[src/rtl/cacheline_burst_ctrl.sv]
// Cache-line burst controller: turns one line fill or writeback request into
// a sequence of word-wide memory beats, assembling fill data into line_rdata.
module cacheline_burst_ctrl #(
  parameter int unsigned LINE_W = 256,
  parameter int unsigned WORD_W = 32,
  parameter int unsigned ADDR_W = 32
) (
  input  logic              clk,
  input  logic              rst_n,
  input  logic              line_read,
  input  logic              line_write,
  input  logic [ADDR_W-1:0] line_addr,
  input  logic [LINE_W-1:0] line_wdata,
  output logic [LINE_W-1:0] line_rdata,
  output logic              line_resp,
  output logic              busy,
  output logic              mem_read,
  output logic              mem_write,
  output logic [ADDR_W-1:0] mem_addr,
  output logic [WORD_W-1:0] mem_wdata,
  input  logic [WORD_W-1:0] mem_rdata,
  input  logic              mem_resp
);

  localparam int unsigned BEATS   = LINE_W / WORD_W;
  localparam int unsigned BEAT_W  = (BEATS > 1) ? $clog2(BEATS) : 1;
  localparam int unsigned OFS_W   = $clog2(LINE_W / 8);
  localparam int unsigned STEP_SH = $clog2(WORD_W / 8);
  localparam int unsigned LOFS_W  = $clog2(LINE_W);

  typedef enum logic [1:0] {
    IDLE     = 2'd0,
    RD_BURST = 2'd1,
    WR_BURST = 2'd2,
    DONE     = 2'd3
  } state_t;

  state_t              state, state_nxt;
  logic [BEAT_W-1:0]   beat, beat_nxt;
  logic [ADDR_W-1:0]   base, base_nxt;
  logic [LINE_W-1:0]   wline, wline_nxt;
  logic [LINE_W-1:0]   rline, rline_nxt;
  logic [ADDR_W-1:0]   aligned_addr;
  logic [LOFS_W-1:0]   bit_ofs;
  logic                last_beat;
  logic                addr_ofs_unused;

  // Sub-line offset bits of the request address play no part in a line burst.
  assign addr_ofs_unused = ^line_addr[OFS_W-1:0];
  assign aligned_addr    = {line_addr[ADDR_W-1:OFS_W], OFS_W'(0)};
  assign bit_ofs         = LOFS_W'(beat) * LOFS_W'(WORD_W);
  assign last_beat       = (beat == BEAT_W'(BEATS - 1));

  // State and datapath registers
  always_ff @(posedge clk or negedge rst_n) begin
    if (!rst_n) begin
      state <= IDLE;
      beat  <= '0;
      base  <= '0;
      wline <= '0;
      rline <= '0;
    end else begin
      state <= state_nxt;
      beat  <= beat_nxt;
      base  <= base_nxt;
      wline <= wline_nxt;
      rline <= rline_nxt;
    end
  end

  // Next-state: accept in IDLE (write has priority), advance a beat on mem_resp
  always_comb begin
    state_nxt = state;
    beat_nxt  = beat;
    base_nxt  = base;
    wline_nxt = wline;
    rline_nxt = rline;
    case (state)
      IDLE: begin
        if (line_write) begin
          base_nxt  = aligned_addr;
          wline_nxt = line_wdata;
          beat_nxt  = '0;
          state_nxt = WR_BURST;
        end else if (line_read) begin
          base_nxt  = aligned_addr;
          beat_nxt  = '0;
          state_nxt = RD_BURST;
        end
      end
      RD_BURST: begin
        if (mem_resp) begin
          rline_nxt[bit_ofs +: WORD_W] = mem_rdata;
          if (last_beat) begin
            beat_nxt  = '0;
            state_nxt = DONE;
          end else begin
            beat_nxt = beat + BEAT_W'(1);
          end
        end
      end
      WR_BURST: begin
        if (mem_resp) begin
          if (last_beat) begin
            beat_nxt  = '0;
            state_nxt = DONE;
          end else begin
            beat_nxt = beat + BEAT_W'(1);
          end
        end
      end
      DONE: begin
        state_nxt = IDLE;
      end
      default: begin
        state_nxt = IDLE;
        beat_nxt  = '0;
      end
    endcase
  end

  // Outputs decode straight from registered state, so reset clears them at once
  always_comb begin
    line_rdata = rline;
    line_resp  = (state == DONE);
    busy       = (state != IDLE);
    mem_read   = (state == RD_BURST);
    mem_write  = (state == WR_BURST);
    mem_addr   = base;
    mem_wdata  = '0;
    if (state == RD_BURST || state == WR_BURST) begin
      mem_addr = base + (ADDR_W'(beat) << STEP_SH);
    end
    if (state == WR_BURST) begin
      mem_wdata = wline[bit_ofs +: WORD_W];
    end
  end

endmodule

[config.mk]
export PLATFORM = sky130hd
export DESIGN_NAME = cacheline_burst_ctrl
export DESIGN_NICKNAME = d
export VERILOG_FILES = /design/src/rtl/cacheline_burst_ctrl.sv
export SDC_FILE = /design/constraint.sdc
export NUM_CORES = 1
export LEC_CHECK = 0
export CORE_AREA = 3 3 253 255
export DETAILED_ROUTE_END_ITERATION = 7
export DIE_AREA = 0 0 256 258
export DONT_BUFFER_PORTS = 1
export PLACE_DENSITY = 0.56
export SLEW_MARGIN = 20
export SYNTH_ARGS = -nofsm -noshare
export SYNTH_HDL_FRONTEND = slang
export SYNTH_SLANG_ARGS = --single-unit
[constraint.sdc]
create_clock -name clk -period 3.36 [get_ports clk]
set_clock_uncertainty 0.2 [all_clocks]
set_input_delay 0.672 -clock clk [delete_from_list [all_inputs] [get_ports clk]]
set_output_delay 0.672 -clock clk [all_outputs]
set_load 0.005 [all_outputs]
==> metrics.cfg, run 1 <==
[setup_path]
r2r_end = line_rdata[130]
path_class = register to output port
r2r_cells = 7
critPathLaunch = beat[0]
critPathLaunchType = register
cp_data_arrival_time_ns = 2.41
r2r_slack_ns = 0.27
worstPathMaxFanout = 19
worstReg2RegStart = beat[0]
required_ns = 2.49
end_kind = output port

[floorplanning]
die_y_um = 258
row_count = 91
start_util = 0.377
die_area_mm2 = 0.0660
die_x_um = 256
core_area_mm2 = 0.0618
io_pins = 649

[sta]
min_period_ns = 3.28
max_freq_mhz = 305
fin_ws_ns = 0.0795
rsz0062_at_grt = true
finalSetupViolCount = 0
finalHoldViolCount = 218
timing.hold.ws_ns = -0.423
worstMarginPinSlew_ns = 3.08
drv_slew = 353
period_share = 0.976
slew_headroom = -1.05
setup-tns-final_ns = 0

[route]
drc = 0
wl_per_cell_um = 26.4
routed_via_density = 5.16
dr.pass1.iters = 6
ant_nets = 0
num_vias = 14200
wirelength_mm = 72.5
drtIter0Drc = 726

[yosys]
synth_warnings = 0
yosys_register_bits = 544
synth-edff-count = 0
syn_area_mm2 = 0.0233
synth_cell_types = 40
ys_async_sr_fraction = 1.00
syn_area_per_cell_um2 = 15.1
synth.area.top_cells = dfrtp_1 58%, mux2_2 25%, mux2i_1 3.3%, and2_1 2.6%, mux4_2 2.5%
ys.flop_type = dfrtp_1
synth_cells = 1540
yosys.area.top_type = dfrtp_1
ys_seq_area_frac = 0.585
synth_top_area_frac = 0.585

[global_routing]
grt_pass1_vias = 15800
gr-usage-all-layers = 0.216
antenna_found_initial = 5
grt_overflow = 0
grt_max_degree = 545
grt_pass1_wl_mm = 107

[hold_path]
hp-class = primary input to asynchronous set/reset pin

[clock_tree]
htreeDepth = 2
clock_path_buffers = 3
clock_latency_ns = 0.60
cts.clk_slew.worst_paths_ns = 0.06
root_buffer = clkbuf_16
clock-sinks = 544
cts_setup_buffers = 0
cts-buffers-inserted = 59
cts_hold_buf = 314
cts_tree = built

[placement]
numPortBuffers = 0
place_hpwl_mm = 50.0
dp_slack_ns = 0.349
gp_congestion = 0.817
place_inst = 2324

[power]
vdd_drop_max_mv = 0.539
leakagePower_uw = 0.0133
p_per_area_mw_per_mm2 = 863

[finish]
layout_commonest_cell = dfrtp_1
area_growth_pct = 27.4
layout_common_cells = 542 x dfrtp_1, 508 x mux2_2, 314 x dlygate4sd3_1
drive_gt1_frac = 0.381
final_util = 0.480
nNetsFinal = 2201
stdcell_count = 2752

[run]
cap_violations = 0

[status]
violations = hold timing, slew limit
status = complete, but fails checks

## worst max-delay path by stage
| stage | to | slack [ns] | depth (start not counted) |
|---|---|---|---|
| after global routing | mem_wdata[22] | -0.009 | 5 |
| after global placement | line_rdata[136] | 0.36 | 7 |
| final | mem_wdata[3] | 0.08 | 5 |
| after CTS | mem_wdata[22] | -0.12 | 5 |
| after detailed placement | line_rdata[130] | 0.35 | 7 |
| after floorplan | line_rdata[130] | 0.07 | 12 |
## critical path, stage by stage, from the launching register on
cell	delay (ns)
dfrtp_4	0.51
buf_16	0.20
nand2b_1	0.17
buf_4	0.20
o22ai_1	0.48
o21a_1	0.23
## synth_stat cells (2+ instances only)
| cell type | number |
|---|---|
| nor3_1 | 5 |
| a32o_1 | 2 |
| nand2_1 | 29 |
| nand2b_1 | 4 |
| ha_1 | 13 |
| mux2i_1 | 76 |
| dfrtp_1 | 544 |
| buf_1 | 3 |
| mux4_2 | 26 |
| clkbuf_1 | 43 |
| buf_6 | 3 |
| nand3_1 | 3 |
| o21a_1 | 19 |
| nor2_1 | 5 |
| a2bb2oi_1 | 2 |
| nor2b_1 | 2 |
| mux2_4 | 30 |
| and2_1 | 97 |
| buf_4 | 11 |
| inv_1 | 7 |
| nor3b_1 | 3 |
| a21boi_0 | 14 |
| mux2_2 | 508 |
| buf_2 | 36 |
| o22ai_1 | 40 |
## registers in the layout, indices dropped and copies added, names as in the netlist
register / flops
base: 27
beat: 3
line_rdata: 256
state: 2
wline: 256
## final cells by class
| class | count | area (um^2) |
|---|---|---|
| diodes | 4 | 10.0 |
| multi-input cells | 893 | 9290 |
| inverters | 7 | 26.3 |
| well taps | 837 | 1050 |
| repair buffers | 358 | 3650 |
| fillers | 5380 | 32200 |
| clock buffers | 92 | 1810 |
| clock inverters | 17 | 200 |
| flip-flops and latches | 544 | 13600 |
## routing by layer
metal | vias to the layer above | part of all wire | track usage
li1 | 6149 | - | -
met1 | 7399 | 0.37 | 0.239
met2 | 515 | 0.51 | 0.384
met3 | 123 | 0.081 | 0.0722
met4 | 2 | 0.039 | 0.0847
met5 | - | 0.00017 | 0
## report_power, final
| part | switching, uW | internal (uW) |
|---|---|---|
| combinational | 3730 | 4450 |
| sequential | 1740 | 9040 |
| clock | 2650 | 3990 |
## metrics by stage
step           cell area [um^2]  total power [uW]
2_1_floorplan             23300             15900
3_3_place_gp              24400             18300
3_5_place_dp              24400             18700
4_1_cts                   29600             25800
5_1_grt                   29700             27000
6_report                  29700             25600
## logic make-up (layout without fill, tap and decap cells)
logic type	Yosys count	after routing	share of synthesized area
simple gates	156	156	0.0391
flops	544	544	0.585
buf+inv	104	474	0.0215
compound gates	81	81	0.0244
fa+ha+maj	13	13	0.00699
other cells	1	6	0.000161
mux	641	641	0.323
## repair_timing
| item | CTS | global route |
|---|---|---|
| cloned | 1 | 0 |
| endpoints found under the hold margin | 890 | 544 |
| endpoints found under the setup margin | 26 | 15 |
| pin swaps | 1 | 0 |
| resized for setup | 12 | 14 |
Power figures use the tool's default switching activity.
==> run 2, diff against run 1 <==
--- a/config.mk
+++ b/config.mk
@@ -9,7 +9,6 @@
 export DETAILED_ROUTE_END_ITERATION = 7
 export DIE_AREA = 0 0 256 258
 export DONT_BUFFER_PORTS = 1
-export PLACE_DENSITY = 0.56
 export SLEW_MARGIN = 20
 export SYNTH_ARGS = -nofsm -noshare
 export SYNTH_HDL_FRONTEND = slang
==> run 2 against run 1 <==
Effect of this change:
- the flow still finishes with violations (hold timing, slew limit)
- sequential power about the same
- non-clock buffer count grew 5
- wire length shrank 0.94%
- first-iteration DRC count grew 1.1%
- clock power is essentially flat
- critical path depth increased by 1
- critical path type unchanged
==> metrics.cfg, run 2 (synthesis results as in run 1) <==
[status]
status = complete, but fails checks
violations = hold timing, slew limit

[sta]
finalSetupViolCount = 0
drv_slew = 336
worstMarginPinSlew_ns = 2.63
max_freq_mhz = 305
slew_headroom = -0.754
timing.hold.ws_ns = -0.437
min_period_ns = 3.28
finalHoldViolCount = 241
period_share = 0.975
rsz0062_at_grt = false

[setup_path]
r2r_end = line_rdata[135]
cp_data_arrival_time_ns = 2.40
r2r_slack_ns = 0.18
critPathLaunchType = register
end_kind = output port
required_ns = 2.49
setup.worst_path.end = mem_wdata[24]
worstPathMaxFanout = 11
path_class = register to output port
worstReg2RegStart = beat[1]
critPathLaunch = beat[0]
r2r_cells = 7

[route]
ant_nets = 0
route.met2.wl_mm = 37.5
routed_via_density = 5.16
wirelength_mm = 71.8
top_layer = met5
m1WireLength_mm = 26.6
num_vias = 14200
met3_length_mm = 5.29
wl_per_cell_um = 26.0
dr.pass1.iters = 5
drtIter0Drc = 734
drc = 0

[clock_tree]
cts.clk_slew.worst_paths_ns = 0.06
cts-buffers-inserted = 59
clock_path_buffers = 3
clock-sinks = 544
root_buffer = clkbuf_16
cts_hold_buf = 308
clock_latency_ns = 0.60
htreeDepth = 2
cts_tree = built

[power]
leakagePower_uw = 0.0134
seqPwrFrac = 0.419
p_int_uw = 17600
p_per_area_mw_per_mm2 = 866
p_sw_frac = 0.318
power.share.clock = 0.258
vdd_drop_max_mv = 0.537
p_comb_frac = 0.323
power.switching_uw = 8180

[finish]
drive_gt1_frac = 0.392
final_util = 0.481
layout_common_cells = 542 x dfrtp_1, 508 x mux2_2, 308 x dlygate4sd3_1
layout_commonest_cell = dfrtp_1
stdcell_count = 2760
nNetsFinal = 2206
area_growth_pct = 27.8

[floorplanning]
die_x_um = 256
io_pins = 649
die_area_mm2 = 0.0660
die_y_um = 258
row_count = 91
start_util = 0.377
core_area_mm2 = 0.0618

[global_routing]
grt_max_degree = 545
grt_pass1_vias = 16000
antenna_found_initial = 7
grt_overflow = 0
grt_pass1_wl_mm = 107
gr-usage-all-layers = 0.214

[run]
cap_violations = 0

[placement]
place_hpwl_mm = 50.3
numPortBuffers = 0
gp_congestion = 0.883
place_inst = 2330

[hold_path]
hp-class = primary input to asynchronous set/reset pin

==> run 2: how the worst min path moves through the flow <==
| stage | endpoint | from | cells past startpoint | slack (ns) |
|---|---|---|---|---|
| floorplan | base[10] | rst_n | 0 | 0.18 |
| global placement | line_rdata[15] | rst_n | 0 | 0.19 |
| detailed placement | line_rdata[15] | rst_n | 0 | 0.19 |
| CTS | line_rdata[15] | rst_n | 0 | -0.48 |
| global route | line_rdata[15] | rst_n | 0 | -0.48 |
| finish | line_rdata[252] | rst_n | 0 | -0.44 |
==> run 2: power by group through the flow <==
stage / logic (uW) / clock network (uW) / registers, uW
2_1_floorplan: 5790 / 0 / 10100
3_3_place_gp: 7570 / 0 / 10700
3_5_place_dp: 7780 / 0 / 10900
4_1_cts: 8360 / 6820 / 10800
5_1_grt: 9020 / 7090 / 11000
6_report: 8330 / 6650 / 10800
==> run 2: through the flow <==
stage	total power (uW)	setup TNS [ns]	worst slack (ns)	hold slack, ns	area (um^2)
3_3_place_gp	18300	0	0.135	0.188	24400
3_5_place_dp	18600	0	0.140	0.189	24400
5_1_grt	27100	0	0.000969	-0.479	29800
4_1_cts	25900	-0.0318	-0.0248	-0.482	29700
6_report	25800	0	0.0845	-0.437	29800
2_1_floorplan	15900	0	0.0736	0.176	23300
==> run 2: critical path, cell delays in order, from the launching register on <==
cell and delay, ns:
dfrtp_4 0.51, buf_16 0.16, buf_16 0.16, mux4_2 0.39, nand2_2 0.10, a21boi_2 0.27, buf_4 0.17
==> run 2: cell type report <==
type	instances	area (um^2)
fill	5314	32100
sequential	544	13600
multi-input combinational	893	9340
timing repair buffer	363	3700
clock buffer	90	1800
tap	837	1050
clock inverter	20	225
inverter	7	26.3
antenna	6	15.0
==> run 2: timing repair <==
action	in CTS	in global routing
endpoints found under the hold margin	884	544
gates cloned	1	0
buffers inserted	5	0
endpoints found under the setup margin	28	9
gates resized for setup	26	10
==> run 2: metal layers <==
layer | global-route usage | vias up
met2 | 0.387 | 516
li1 | - | 6178
met3 | 0.0624 | 126
met4 | 0.0740 | 2
met5 | 0 | -
met1 | 0.242 | 7423
==> run 3, diff against run 2 <==
--- a/config.mk
+++ b/config.mk
@@ -5,9 +5,11 @@
 export SDC_FILE = /design/constraint.sdc
 export NUM_CORES = 1
 export LEC_CHECK = 0
-export CORE_AREA = 3 3 253 255
+export CORE_ASPECT_RATIO = 0.7
+export CORE_MARGIN = 3
+export CORE_UTILIZATION = 40
+export CTS_CLUSTER_SIZE = 25
 export DETAILED_ROUTE_END_ITERATION = 7
-export DIE_AREA = 0 0 256 258
 export DONT_BUFFER_PORTS = 1
 export SLEW_MARGIN = 20
 export SYNTH_ARGS = -nofsm -noshare
==> run 3 against run 2 <==
Effect of this change:
- the run still ends with hold timing, slew limit left
- die area shrank 7.4%
- via count shrank 0.83%
- hold slack gained 0.0015 ns
- highest routed layer unchanged
==> metrics.cfg, run 3 (synthesis results as in run 1) <==
[status]
status = complete, but fails checks
violations = hold timing, slew limit

[finish]
design_area_mm2 = 0.0292
layout_commonest_cell = dfrtp_1
drive_gt1_frac = 0.369
area_growth_pct = 25.4
final_util = 0.511
layout_common_cells = 542 x dfrtp_1, 508 x mux2_2, 311 x dlygate4sd3_1
fill_cells = 4722
nNetsFinal = 2183

[power]
p_comb_frac = 0.317
p_per_area_mw_per_mm2 = 839
seqPwrFrac = 0.439
leakagePower_uw = 0.0131
power.share.clock = 0.244
p_int_uw = 16800
power.switching_uw = 7690
vdd_drop_max_mv = 0.492
p_sw_frac = 0.314

[floorplanning]
die_x_um = 294
row_count = 73
start_util = 0.407
die_y_um = 208
io_pins = 649
core_area_mm2 = 0.0572
die_area_mm2 = 0.0612

[sta]
max_freq_mhz = 306
finalSetupViolCount = 0
rsz0062_at_grt = true
timing.hold.ws_ns = -0.435
worstMarginPinSlew_ns = 2.42
finalHoldViolCount = 304
slew_headroom = -0.613
drv_slew = 301
setup-tns-final_ns = 0
period_share = 0.972
min_period_ns = 3.26

[clock_tree]
clock_path_buffers = 3
clock_latency_ns = 0.60
root_buffer = clkbuf_16
cts-buffers-inserted = 53
htreeDepth = 2
cts.clk_slew.worst_paths_ns = 0.06
cts_tree = built
cts_setup_buffers = 0
clock-sinks = 544

[run]
cap_violations = 0

[route]
drtIter0Drc = 727
wirelength_mm = 67.8
dr.pass1.iters = 5
wl_per_cell_um = 25.7
ant_nets = 0
num_vias = 14100
drc = 0
routed_via_density = 5.35

[global_routing]
grt_pass1_vias = 15500
grt_max_degree = 545
grt_pass1_wl_mm = 101
gr-usage-all-layers = 0.216
grt_overflow = 0
antenna_found_initial = 10

[setup_path]
end_kind = output port
r2r_end = line_rdata[142]
r2r_slack_ns = 0.26
path_class = register to output port
worstPathMaxFanout = 59
setup.worst_path.end = mem_wdata[11]
critPathLaunch = beat[1]
critPathLaunchType = register
worstReg2RegStart = beat[0]
required_ns = 2.49
cp_data_arrival_time_ns = 2.39
r2r_cells = 7

[placement]
place_area_mm2 = 0.0243
numPortBuffers = 0
place_hpwl_mm = 45.9
gp_congestion = 0.801

[hold_path]
hp-class = primary input to asynchronous set/reset pin

[run 3: what timing repair did]
action                                 CTS  global route
hold buffers                           310             1
setup endpoints to repair               19             7
resized for setup                        4             4
endpoints found under the hold margin  886           545
[run 3: worst min-delay path by stage]
stage	start	endpoint	slack [ns]	cells after the start
global placement	rst_n	line_rdata[154]	0.19	0
floorplan	rst_n	base[10]	0.18	0
detailed placement	rst_n	line_rdata[154]	0.19	0
global route	rst_n	line_rdata[154]	-0.48	0
CTS	rst_n	line_rdata[151]	-0.47	0
finish	rst_n	line_rdata[154]	-0.44	0
[run 3: area by class of cell]
type,instances,area (um^2),area share
repair buffers,346,3620,0.124
flip-flops and latches,544,13600,0.466
well taps,750,938,0.0321
multi-input cells,893,9260,0.317
inverters,7,26.3,0.000900
diodes,7,17.5,0.000600
clock buffers,74,1450,0.0495
clock inverters,18,272,0.00930
[run 3: per-stage QoR]
step | std cells | total power [uW] | worst slack [ns] | hold WS (ns)
after CTS | 2631 | 24600 | 0.0130 | -0.469
after detailed placement | 2229 | 18200 | 0.292 | 0.188
after floorplan | 1541 | 15900 | 0.0736 | 0.176
final | 2639 | 24500 | 0.0954 | -0.435
after global placement | 2229 | 17900 | 0.314 | 0.188
after global routing | 2637 | 25800 | -0.0159 | -0.477
[run 3: worst max-delay path, cell delays in order, from the launching register on]
cell,delay [ns]
dfrtp_4,0.43
buf_12,0.34
mux4_2,0.37
nand2_1,0.07
a21boi_0,0.50
[run 3: per-layer routing]
layer	track usage	routed length, um	vias up
li1	-	-	6119
met1	0.268	27400	7353
met2	0.362	33100	502
met3	0.0583	4770	149
met4	0.0822	2490	4
met5	0	29	-
[run 3: power groups by stage]
stage	logic, uW	clock network [uW]	registers, uW
final	7770	5970	10800
after global routing	8420	6410	11000
after CTS	7790	6130	10700
after detailed placement	7420	0	10800
after global placement	7200	0	10700
after floorplan	5790	0	10100
